**src/rtl/uart_rx.sv**
```systemverilog
// 8N1 UART receiver with a synchronised input, mid-bit sampling and a read buffer.
// Build option UART_RX_FIFO_EN: FIFO_DEPTH-entry FIFO instead of a single holding register.
module uart_rx #(
  parameter int CLKS_PER_BIT = 868,
  parameter int FIFO_DEPTH   = 4
) (
  input  logic       clk,
  input  logic       rst,
  input  logic       rx_pin,
  input  logic       rd_en,
  input  logic       err_clr,
  output logic [7:0] rx_data,
  output logic       rx_avail,
  output logic       frame_err,
  output logic       overrun
);

  typedef enum logic [1:0] {IDLE, START, DATA, STOP} state_e;

  localparam logic [15:0] BIT_LAST  = 16'(CLKS_PER_BIT - 1);
  localparam logic [15:0] HALF_LAST = 16'((CLKS_PER_BIT / 2) - 1);

  logic        sync1_q, rx_s_q, rx_prev_q;
  state_e      state_q, state_d;
  logic [15:0] cnt_q, cnt_d;
  logic [2:0]  bit_idx_q, bit_idx_d;
  logic [7:0]  shift_q, shift_d;
  logic        push, frame_set, pop, full, accept, overrun_set;
  logic        frame_err_q, frame_err_d, overrun_q, overrun_d;

  // NOTE: sequential state is written only with non-blocking assignments so every
  // flop samples the pre-edge value of every other flop, independent of block order.
  always_ff @(posedge clk or negedge rst) begin
    if (!rst) begin
      sync1_q   <= 1'b1;
      rx_s_q    <= 1'b1;
      rx_prev_q <= 1'b1;
    end else begin
      sync1_q   <= rx_pin;
      rx_s_q    <= sync1_q;
      rx_prev_q <= rx_s_q;
    end
  end

  always_ff @(posedge clk or negedge rst) begin
    if (!rst) begin
      state_q   <= IDLE;
      cnt_q     <= '0;
      bit_idx_q <= '0;
      shift_q   <= '0;
    end else begin
      state_q   <= state_d;
      cnt_q     <= cnt_d;
      bit_idx_q <= bit_idx_d;
      shift_q   <= shift_d;
    end
  end

  // NOTE: every output of this block is given a default first; a path that left one
  // unassigned would infer a latch.
  always_comb begin
    state_d   = state_q;
    cnt_d     = cnt_q;
    bit_idx_d = bit_idx_q;
    shift_d   = shift_q;
    push      = 1'b0;
    frame_set = 1'b0;
    unique case (state_q)
      // An edge needs rx_s high the cycle before, so a held break cannot re-arm.
      IDLE: begin
        if (rx_prev_q && !rx_s_q) begin
          cnt_d   = '0;
          state_d = START;
        end
      end
      START: begin
        if (cnt_q == HALF_LAST) begin
          if (rx_s_q) begin
            state_d = IDLE;
          end else begin
            cnt_d     = '0;
            bit_idx_d = '0;
            state_d   = DATA;
          end
        end else begin
          cnt_d = cnt_q + 16'd1;
        end
      end
      DATA: begin
        if (cnt_q == BIT_LAST) begin
          cnt_d     = '0;
          shift_d   = {rx_s_q, shift_q[7:1]};
          bit_idx_d = bit_idx_q + 3'd1;
          if (bit_idx_q == 3'd7) state_d = STOP;
        end else begin
          cnt_d = cnt_q + 16'd1;
        end
      end
      STOP: begin
        if (cnt_q == BIT_LAST) begin
          cnt_d   = '0;
          state_d = IDLE;
          if (rx_s_q) push = 1'b1;
          else        frame_set = 1'b1;
        end else begin
          cnt_d = cnt_q + 16'd1;
        end
      end
      default: state_d = IDLE;
    endcase
  end

  // A pop frees a full slot in the same cycle, so push-and-pop while full is not an overrun.
  assign pop         = rd_en && rx_avail;
  assign accept      = push && (!full || pop);
  assign overrun_set = push && full && !pop;

`ifdef UART_RX_FIFO_EN
  localparam int PW = (FIFO_DEPTH > 1) ? $clog2(FIFO_DEPTH) : 1;
  localparam logic [PW-1:0] PTR_ONE  = PW'(1);
  localparam logic [PW:0]   CNT_ONE  = (PW + 1)'(1);
  localparam logic [PW:0]   CNT_FULL = (PW + 1)'(FIFO_DEPTH);

  logic [7:0]    mem_q [FIFO_DEPTH];
  logic [PW-1:0] wr_ptr_q, wr_ptr_d, rd_ptr_q, rd_ptr_d;
  logic [PW:0]   count_q, count_d;

  assign full = (count_q == CNT_FULL);

  always_comb begin
    wr_ptr_d = accept ? wr_ptr_q + PTR_ONE : wr_ptr_q;
    rd_ptr_d = pop    ? rd_ptr_q + PTR_ONE : rd_ptr_q;
    count_d  = count_q;
    if (accept && !pop)      count_d = count_q + CNT_ONE;
    else if (pop && !accept) count_d = count_q - CNT_ONE;
  end

  // NOTE: the storage is reset because it is a handful of flops and rx_data must
  // read 8'h00 straight out of reset; a large RAM-backed FIFO would not do this.
  always_ff @(posedge clk or negedge rst) begin
    if (!rst) begin
      for (int i = 0; i < FIFO_DEPTH; i++) mem_q[i] <= '0;
      wr_ptr_q <= '0;
      rd_ptr_q <= '0;
      count_q  <= '0;
    end else begin
      if (accept) mem_q[wr_ptr_q] <= shift_q;
      wr_ptr_q <= wr_ptr_d;
      rd_ptr_q <= rd_ptr_d;
      count_q  <= count_d;
    end
  end

  assign rx_data  = mem_q[rd_ptr_q];
  assign rx_avail = (count_q != '0);
`else
  logic       valid_q, valid_d;
  logic [7:0] data_q, data_d;

  assign full = valid_q;

  always_comb begin
    valid_d = valid_q;
    data_d  = data_q;
    if (pop) valid_d = 1'b0;
    if (accept) begin
      valid_d = 1'b1;
      data_d  = shift_q;
    end
  end

  always_ff @(posedge clk or negedge rst) begin
    if (!rst) begin
      valid_q <= 1'b0;
      data_q  <= '0;
    end else begin
      valid_q <= valid_d;
      data_q  <= data_d;
    end
  end

  assign rx_data  = data_q;
  assign rx_avail = valid_q;
`endif

  // Set beats clear when both land in the same cycle.
  assign frame_err_d = frame_set   || (frame_err_q && !err_clr);
  assign overrun_d   = overrun_set || (overrun_q   && !err_clr);

  always_ff @(posedge clk or negedge rst) begin
    if (!rst) begin
      frame_err_q <= 1'b0;
      overrun_q   <= 1'b0;
    end else begin
      frame_err_q <= frame_err_d;
      overrun_q   <= overrun_d;
    end
  end

  assign frame_err = frame_err_q;
  assign overrun   = overrun_q;

endmodule

```
**config.mk**
```make
export PLATFORM = sky130hd
export DESIGN_NAME = uart_rx
export DESIGN_NICKNAME = d
export VERILOG_FILES = /design/src/rtl/uart_rx.sv
export SDC_FILE = /design/constraint.sdc
export NUM_CORES = 1
export LEC_CHECK = 0
export ABC_AREA = 1
export CORE_MARGIN = 5
export CORE_UTILIZATION = 30
export CTS_CLUSTER_SIZE = 24
export DETAILED_ROUTE_END_ITERATION = 7
export GPL_TIMING_DRIVEN = 0
export PLACE_DENSITY_LB_ADDON = 0.15
export SETUP_SLACK_MARGIN = 0.5
export SKIP_CTS_REPAIR_TIMING = 1
export SYNTH_ARGS = -nofsm -noshare
export SYNTH_HDL_FRONTEND = slang
export SYNTH_SLANG_ARGS = --single-unit
```
**constraint.sdc**
```tcl
create_clock -name clk -period 4.4 [get_ports clk]
set_input_delay 1.1 -clock clk [delete_from_list [all_inputs] [get_ports clk]]
set_output_delay 1.1 -clock clk [all_outputs]
set_load 0.05 [all_outputs]
```
## After elaboration in Yosys (flattened, before gate mapping)

Index checks and enable logic that the tools add are counted.

| storage, ports and cells | value |
|---|---|
| register bits after elaboration | 43 |
| bits of input ports | 5 |
| logic and storage cells | 72 |

| cells by class | value |
|---|---|
| add/subtract/negate cells | 2 |
| muxes and demuxes | 24 |
| eq/ne operators | 13 |
| reductions and logical operators | 22 |

Operators with widths:

| operator | number |
|---|---|
| $mux W16 | 4 |
| $pmux W16 S3 | 1 |
| $add A16 B1 Y16 const B | 1 |
| $eq A16 B10 Y1 const B | 1 |
| $eq A16 B9 Y1 const B | 1 |
| $mux W2 | 6 |
| $ne A2 B2 Y1 const B | 6 |
| $mux W3 | 3 |
| $mux W1 | 8 |
| $pmux W2 S4 | 1 |
| $logic_and A1 B1 Y1 | 7 |
| $pmux W3 S2 | 1 |
| $reduce_and A5 Y1 | 1 |
| $eq A2 B2 Y1 const B | 2 |
| $logic_not A1 Y1 | 4 |
| $reduce_and A2 Y1 | 2 |
| $reduce_and A4 Y1 | 1 |
| $reduce_bool A2 Y1 | 2 |
| $add A3 B1 Y3 const B | 1 |
| $eq A3 B3 Y1 const B | 1 |
| $logic_or A1 B1 Y1 | 3 |
| $ne A3 B3 Y1 const B | 1 |
| $eq A2 B1 Y1 const B | 1 |
| $logic_not A2 Y1 | 1 |
| $reduce_or A2 Y1 | 1 |

## Longest topological paths before layout

Gate-level depths: netlist of run 1.

| logic depth | value |
|---|---|
| depth in word-level cells | 6 |
| mapped depth | 12 |
| mapped depth without buffers | 11 |

## Worst setup path before layout of run 1

No wires, ideal clock.

| timing path | value |
|---|---|
| kind | input to register |
| start point | in rd_en |
| end point | reg data_q[5], in the netlist rx_data[5] |
| buffers on the path | 1 |
| stages | 6 |
| arrival time | 1.687 ns |
| slack | 2.594 ns |
| path through | inv_1 > nand2_1 > nand4_2 > buf_6 > nand2_2 > o21ai_2 |

| on the way | value |
|---|---|
| cells in the longest elaborated chain, start to end | 3 |

Ends and longest elaborated chain:

| what | RTL line | text |
|---|---|---|
| from (decl) | 10 | `input logic rd_en,` |
| $logic_and A1 B1 Y1 | 114 | `assign pop = rd_en && rx_avail;` |
| $logic_or A1 B1 Y1 | 115 | `assign accept = push && (!full \|\| pop);` |
| $logic_and A1 B1 Y1 | 115 |  |
| to (signal assigned) | 178 | `data_q <= data_d;` |
| to (decl) | 158 | `logic [7:0] data_q, data_d;` |

No other way between the ends.
A chain may end at the register's enable or synchronous reset.

## Worst setup path after layout of run 1

| timing path | value |
|---|---|
| start point | reg overrun_q, in the netlist overrun |
| end point | out overrun |

RTL lines:

| what | RTL line | text |
|---|---|---|
| from (decl) | 29 | `logic frame_err_q, frame_err_d, overrun_q, overrun_d;` |
| from (signal assigned) | 196 | `overrun_q <= overrun_d;` |
| to (decl) | 15 | `output logic overrun` |

No word-level cell between the ends.

==> summary.txt, run 1 <==
Status
  • Outcome: finished, final reports clean

Layout
  • Layout cell share with drive strength beyond 1: about an eighth
  • Area grow syn2layout: 17.5%
  • FILL cells: approximately 800
  • Post-route cell area: about 0.0027 mm2
  • Layout Nets: between 300 and 400
  • Ant diodes: 0
  • Final Util: between 30% and 40%

Floorplan
  • Starting Density: a little under a third
  • Die area: 0.00961 mm2
  • Num rows: 32
  • Ports: 16
  • Die extent in x: slightly below 100 um
  • Die height: slightly below 100 um
  • CORE AREA: 0.00765 mm2

Detailed routing
  • Routed wire per std cell: 13.2 um
  • # DRC: 0
  • DR vias: 1940
  • Drt pass-1 iters: 4
  • Iter 0 DRT Violations: 75
  • Vias per std cell: roughly 4.6
  • Antenna Nets Post-Route: 0
  • Routed wire length: approximately 5500 um

Synthesis
  • Synthesized area per cell: ~7.9 um2
  • Syn Inst Count: roughly 290
  • Seq/Total Area, Yosys: a little under half
  • Post-synth cell types: 28
  • Area leader, netlist: dfrtp_1
  • Synth top area share: between 40% and 50%
  • Top FF cell, synth: dfrtp_1
  • Post-synth ARST share: 100%
  • EDFF count, synth: 0
  • Synthesized area: roughly 0.0023 mm2
  • Ys Warns: 0
  • Syn Nets: between 300 and 400
  • Synth area leaders: dfrtp_1 43%, nand2_1 13%, inv_1 6.1%, nand3_1 5.8%, nor2_1 3.9%
  • Most common cell in the synthesized netlist: nand2_1
  • Synth Register Bits: 43
  • Top cells by count, synth: 82 x nand2_1, 40 x dfrtp_1, 38 x inv_1

STA
  • Setup violations, final: 0
  • Max Fclk: 384 MHz
  • Setup_tns: 0 ns
  • Worst rel slew slack: 66.5%
  • Period Utilization, post-route: around 59%
  • Final max-slew violation count: 0
  • Min Tclk post-route: 2.60 ns
  • Fin. Hold Viols: 0
  • Worst-Margin Slew: between 0.5 and 0.6 ns
  • Worst Skew: about 0.0056 ns
  • Fin Hold WS: about 0.36 ns
  • RSZ-0062 raised after global routing: no

Setup path
  • CP Launch Type: flip-flop
  • Family with the most delay on the worst path: buffers and inverters
  • Levels on crit path: 1
  • Max incr delay on CP: 0.81 ns
  • Crit path DAT: about 1.5 ns
  • Slowest stage cell, crit path: clkdlybuf4s50_1
  • R2R Setup Slk: between 2 and 3 ns
  • Worst R2R Start: cnt_q[0]
  • R2R depth: 7
  • Critical path class: reg -> out
  • Worst r2r dst: rx_data[5]
  • WP data required: 3.30 ns
  • Worst path cell trace: clkdlybuf4s50_1
  • Critical path endpoint category: output pin
  • Crit Path Max Fanout: 2
  • Crit path buffers/inverters: 1

Place
  • Gpl congestion: approximately 0.85
  • Number of port buffers: 15
  • Area after DPL: around 0.0026 mm2
  • Detail Placement HPWL: 4040 um

Global route
  • Largest net degree at the start of global routing: 30
  • All-Layer GR Usage: between 10% and 20%
  • First-pass GRT wire length: 9630 um
  • Initial antenna violation count: 0
  • Vias in the first global route: 1974
  • GR Overflow Total: 0

Clock tree
  • Clock slew at reported path FFs: about 0.1 ns
  • Max Root-Sink Buffers: 2
  • Worst skew pair latency: 0.31 ns
  • Root buffer cell: clkbuf_8
  • Num CTS Buffers: 5
  • H-tree levels: 2
  • CTS tree: done
  • Clk sinks: 43

Power and ir drop
  • Comb pwr share: between 20 and 30%
  • Reg power frac: a little over two fifths
  • Pint: between 0.0006 and 0.0007 W
  • Worst vdd ir: between 0.1 and 0.15 mV
  • Switching Fraction: between 30% and 40%
  • Clock power frac: just over 30%
  • Leak Pwr: ~1.3 nW
  • Switch Pwr: ~0.00041 W
  • Power per cell area: approximately 400 mW/mm2

Hold path
  • WHS Path Cells: 0
  • Hold Startpoint: sync1_q
  • Hold Path Class: reg -> reg
  • Worst hold path endpoint: rx_s_q

Run
  • Max Cap Viol: 0
==> layout make-up <==
cell class	instances	area, um2	share of cell area, %
Clock inverter	3	46.3	1.69
Inverter	43	161	5.91
Tap cell	102	128	4.67
Multi-Input combinational cell	202	1040	38.2
Buffer	5	40.0	1.47
Sequential cell	43	1080	39.5
Timing Repair Buffer	16	165	6.04
Clock buffer	5	68.8	2.52
==> logic make-up after synthesis <==
logic type | share of synthesized area [%]
compound gates | 9.04
flops | 46.4
fa+ha+maj | 2.15
buf+inv | 8.67
simple gates | 29.9
xor+xnor | 3.77
==> worst max path at each step <==
stage                  from      endpoint  slack [ns]
floorplan             rd_en    rx_data[5]        2.59
global placement        rst  bit_idx_q[1]        0.94
detailed placement    rd_en    rx_data[6]        1.92
CTS                 overrun       overrun        1.77
global route        overrun       overrun        1.73
finish              overrun       overrun        1.80
==> registers in the layout, indices dropped and copies added, names as in the netlist, 3 cells and up, named ones only <==
signal and flops:
shift_q 8, rx_data 8, bit_idx_q 3, cnt_q 16
==> power groups by stage <==
stage,Combinational [W],Clock (W),Sequential (W)
after floorplan,0.000218,0,0.000461
after global placement,0.000302,0,0.000471
after detailed placement,0.000304,0,0.000471
after CTS,0.000306,0.000341,0.000463
after global routing,0.000351,0.000359,0.000468
final,0.000302,0.000332,0.000463
==> cells in the final DEF, fill, tap and decap left out, types with 3 or more instances in the layout <==
| cell type | count |
|---|---|
| o21ai_0 | 5 |
| xor2_1 | 10 |
| nand4_1 | 7 |
| nor3_1 | 5 |
| o21ai_1 | 13 |
| dfrtp_1 | 40 |
| nand2_2 | 4 |
| o211ai_1 | 3 |
| clkbuf_8 | 5 |
| nand3_1 | 27 |
| nor2_1 | 24 |
| nand2_1 | 82 |
| inv_2 | 5 |
| ha_1 | 4 |
| clkdlybuf4s50_1 | 14 |
| dfstp_2 | 3 |
| o21ai_2 | 9 |
| buf_2 | 3 |
| inv_1 | 38 |
==> per-layer routing <==
layer  share of wire (%)  GRT usage (%)  vias up  routed length [um]
met5                   0              0        -                   0
li1                    -              -      982                   -
met3                 4.4           3.29        4                 240
met4                 1.0           3.94        0                  55
met2                  45           19.5       45                2460
met1                  50           16.8      909                2760
==> stage by stage <==
| stage | std cells | total power (W) | setup WS, ns |
|---|---|---|---|
| floorplan | 293 | 0.000679 | 2.59 |
| global placement | 410 | 0.000772 | 0.944 |
| detailed placement | 411 | 0.000776 | 1.92 |
| CTS | 419 | 0.00111 | 1.77 |
| global route | 419 | 0.00118 | 1.73 |
| finish | 419 | 0.00110 | 1.80 |
No activity file was read; power rests on OpenSTA's default activity.
==> run 2: changes to the inputs <==
- clock period: 4.4 -> 2.3 ns (I/O delays scaled with it)
==> run 2 against run 1 <==
Against the previous run: sequential share of layout area down 1.7 points; critical path depth unchanged; final area up 4.7%; critical endpoint unchanged.
==> summary.txt, run 2 (synthesis results as in run 1) <==
STA
  • Min Tclk post-route: 1.70 ns
  • Setup violations, final: 0
  • Fin. Hold Viols: 0
  • Max Fclk: around 590 MHz
  • Worst-Margin Slew: about 0.51 ns
  • RSZ-0062 raised after global routing: no
  • Fin Hold WS: 0.180 ns
  • Period Utilization, post-route: 73.9%
  • Final max-slew violation count: 0
  • Worst Skew: about 0.009 ns
  • Worst rel slew slack: about two thirds

Layout
  • Largest reg by FF count: cnt_q
  • Max FFs per register: 16
  • Layout Nets: ~330
  • Area grow syn2layout: 23.0%
  • Layout cell share with drive strength beyond 1: between 10% and 20%
  • Leading cell type in the layout, fill and taps excluded: nand2_1
  • Ant diodes: 0
  • Final Util: 37.4%
  • Most frequent cells in the layout: 79 x nand2_1, 38 x dfrtp_1, 37 x inv_1

Clock tree
  • Worst skew pair latency: 0.31 ns
  • CTS tree: done
  • Clk sinks: 43
  • Num CTS Buffers: 5
  • Clock slew at reported path FFs: approximately 0.10 ns
  • Root buffer cell: clkbuf_8
  • Max Root-Sink Buffers: 2
  • H-tree levels: 2

Setup path
  • Critical path class: reg -> out
  • Max incr delay on CP: roughly 0.43 ns
  • Worst path cell trace: dlymetal6s2s_1
  • Crit Path Max Fanout: 2
  • Family with the most delay on the worst path: buffers and inverters
  • WP data required: between 1.5 and 2 ns
  • Critical path endpoint category: output pin
  • Slowest stage cell, crit path: dlymetal6s2s_1
  • Crit path buffers/inverters: 1
  • R2R depth: 7
  • Worst R2R Start: cnt_q[0]
  • Crit path DAT: around 1.1 ns
  • Worst r2r dst: shift_q[3]
  • CP Launch Type: flip-flop
  • R2R Setup Slk: 0.63 ns

Global route
  • GR met2 Demand/Resource: around 20%
  • All-Layer GR Usage: between 10% and 20%
  • Initial antenna violation count: 0
  • GR peak layer: met2
  • Largest net degree at the start of global routing: 30
  • Met3 Track Usage GR: under 10%
  • Grt met1 use: between 10% and 20%
  • First-pass GRT wire length: between 9000 and 10000 um
  • GR Overflow Total: 0
  • Vias in the first global route: slightly below 2000

Floorplan
  • Die area: 0.00961 mm2
  • CORE AREA: approximately 0.0076 mm2
  • Ports: 16
  • Die height: 98.0 um
  • Starting Density: between 30% and 40%
  • Num rows: 32
  • Die extent in x: a little under 100 um

Detailed routing
  • Iter 0 DRT Violations: just over 80
  • Antenna Nets Post-Route: 0
  • DR vias: about 2000
  • # DRC: 0
  • Drt pass-1 iters: 4
  • Vias per std cell: ~4.6
  • Routed wire length: between 5000 and 6000 um
  • Routed wire per std cell: 13.1 um

Power and ir drop
  • Pint: around 0.0014 W
  • Comb pwr share: 30.2%
  • Overall Power: 0.00219 W
  • Switching Fraction: between 30% and 40%
  • Reg power frac: approximately 41%
  • Clock power frac: between 20% and 30%
  • Power per cell area: approximately 760 mW/mm2
  • Leak Pwr: 1.51 nW
  • Switch Pwr: about 0.00083 W
  • Worst vdd ir: approximately 0.25 mV

Place
  • Gpl congestion: 0.847
  • Detail Placement HPWL: 4040 um
  • Number of port buffers: 15

Run
  • Max Cap Viol: 0

Status
  • Outcome: finished, final reports clean

Hold path
  • Hold Path Class: in -> async
[run 2: changes by cell type in the layout (fill, tap and decap cells not counted), sizes merged]
cell / delta
clkdlybuf4s50: -11
dlymetal6s2s: +11
buf: +3
clkbuf: +1
[run 2: metal layers]
layer  wire length (um)  vias up
met5                  0        -
met1               2710      917
met2               2500       43
li1                   -      990
met3                253        4
met4                 58        0
[run 2: worst max-delay path by stage]
stage	cells after the start	endpoint	slack (ns)	start
global route	8	shift_q[3]	0.50	cnt_q[1]
CTS	1	overrun	0.19	overrun
global placement	1	bit_idx_q[1]	-0.63	rst
detailed placement	7	rx_data[6]	0.34	rd_en
floorplan	7	rx_data[5]	0.74	cnt_q[0]
finish	1	overrun	0.60	overrun
[run 2: through the flow]
stage                     cells  area (um2)  setup TNS (ns)  setup WS (ns)
after detailed placement    411        2620               0          0.341
after global routing        423        2860               0          0.497
after CTS                   419        2730               0          0.193
after floorplan             293        2320               0          0.742
after global placement      410        2600          -25.56         -0.631
final                       423        2860               0          0.600
[run 2: power by group through the flow]
stage          Combinational [W]  Clock [W]  Sequential, W
2_1_floorplan           0.000417          0       0.000882
3_3_place_gp            0.000577          0       0.000900
3_5_place_dp            0.000582          0       0.000901
4_1_cts                 0.000585   0.000653       0.000886
5_1_grt                 0.000757   0.000687       0.000910
6_report                0.000660   0.000631       0.000897
[run 2: area by class of cell]
type | count | area, um2
Sequential cell | 43 | 1080
Fill cell | 791 | 4790
Clock buffer | 5 | 68.8
Multi-Input combinational cell | 202 | 1100
Clock inverter | 3 | 46.3
Timing Repair Buffer | 20 | 223
Buffer | 5 | 46.3
Tap cell | 102 | 128
Inverter | 43 | 161
[run 2: worst reg2reg max path, cell delays in order, from the launching register on]
cell and delay (ns):
dfrtp_2 0.42, ha_4 0.18, nand3_1 0.12, nor4_4 0.27
nand2_2 0.11, nor2_4 0.22, buf_6 0.17, o21ai_0 0.08
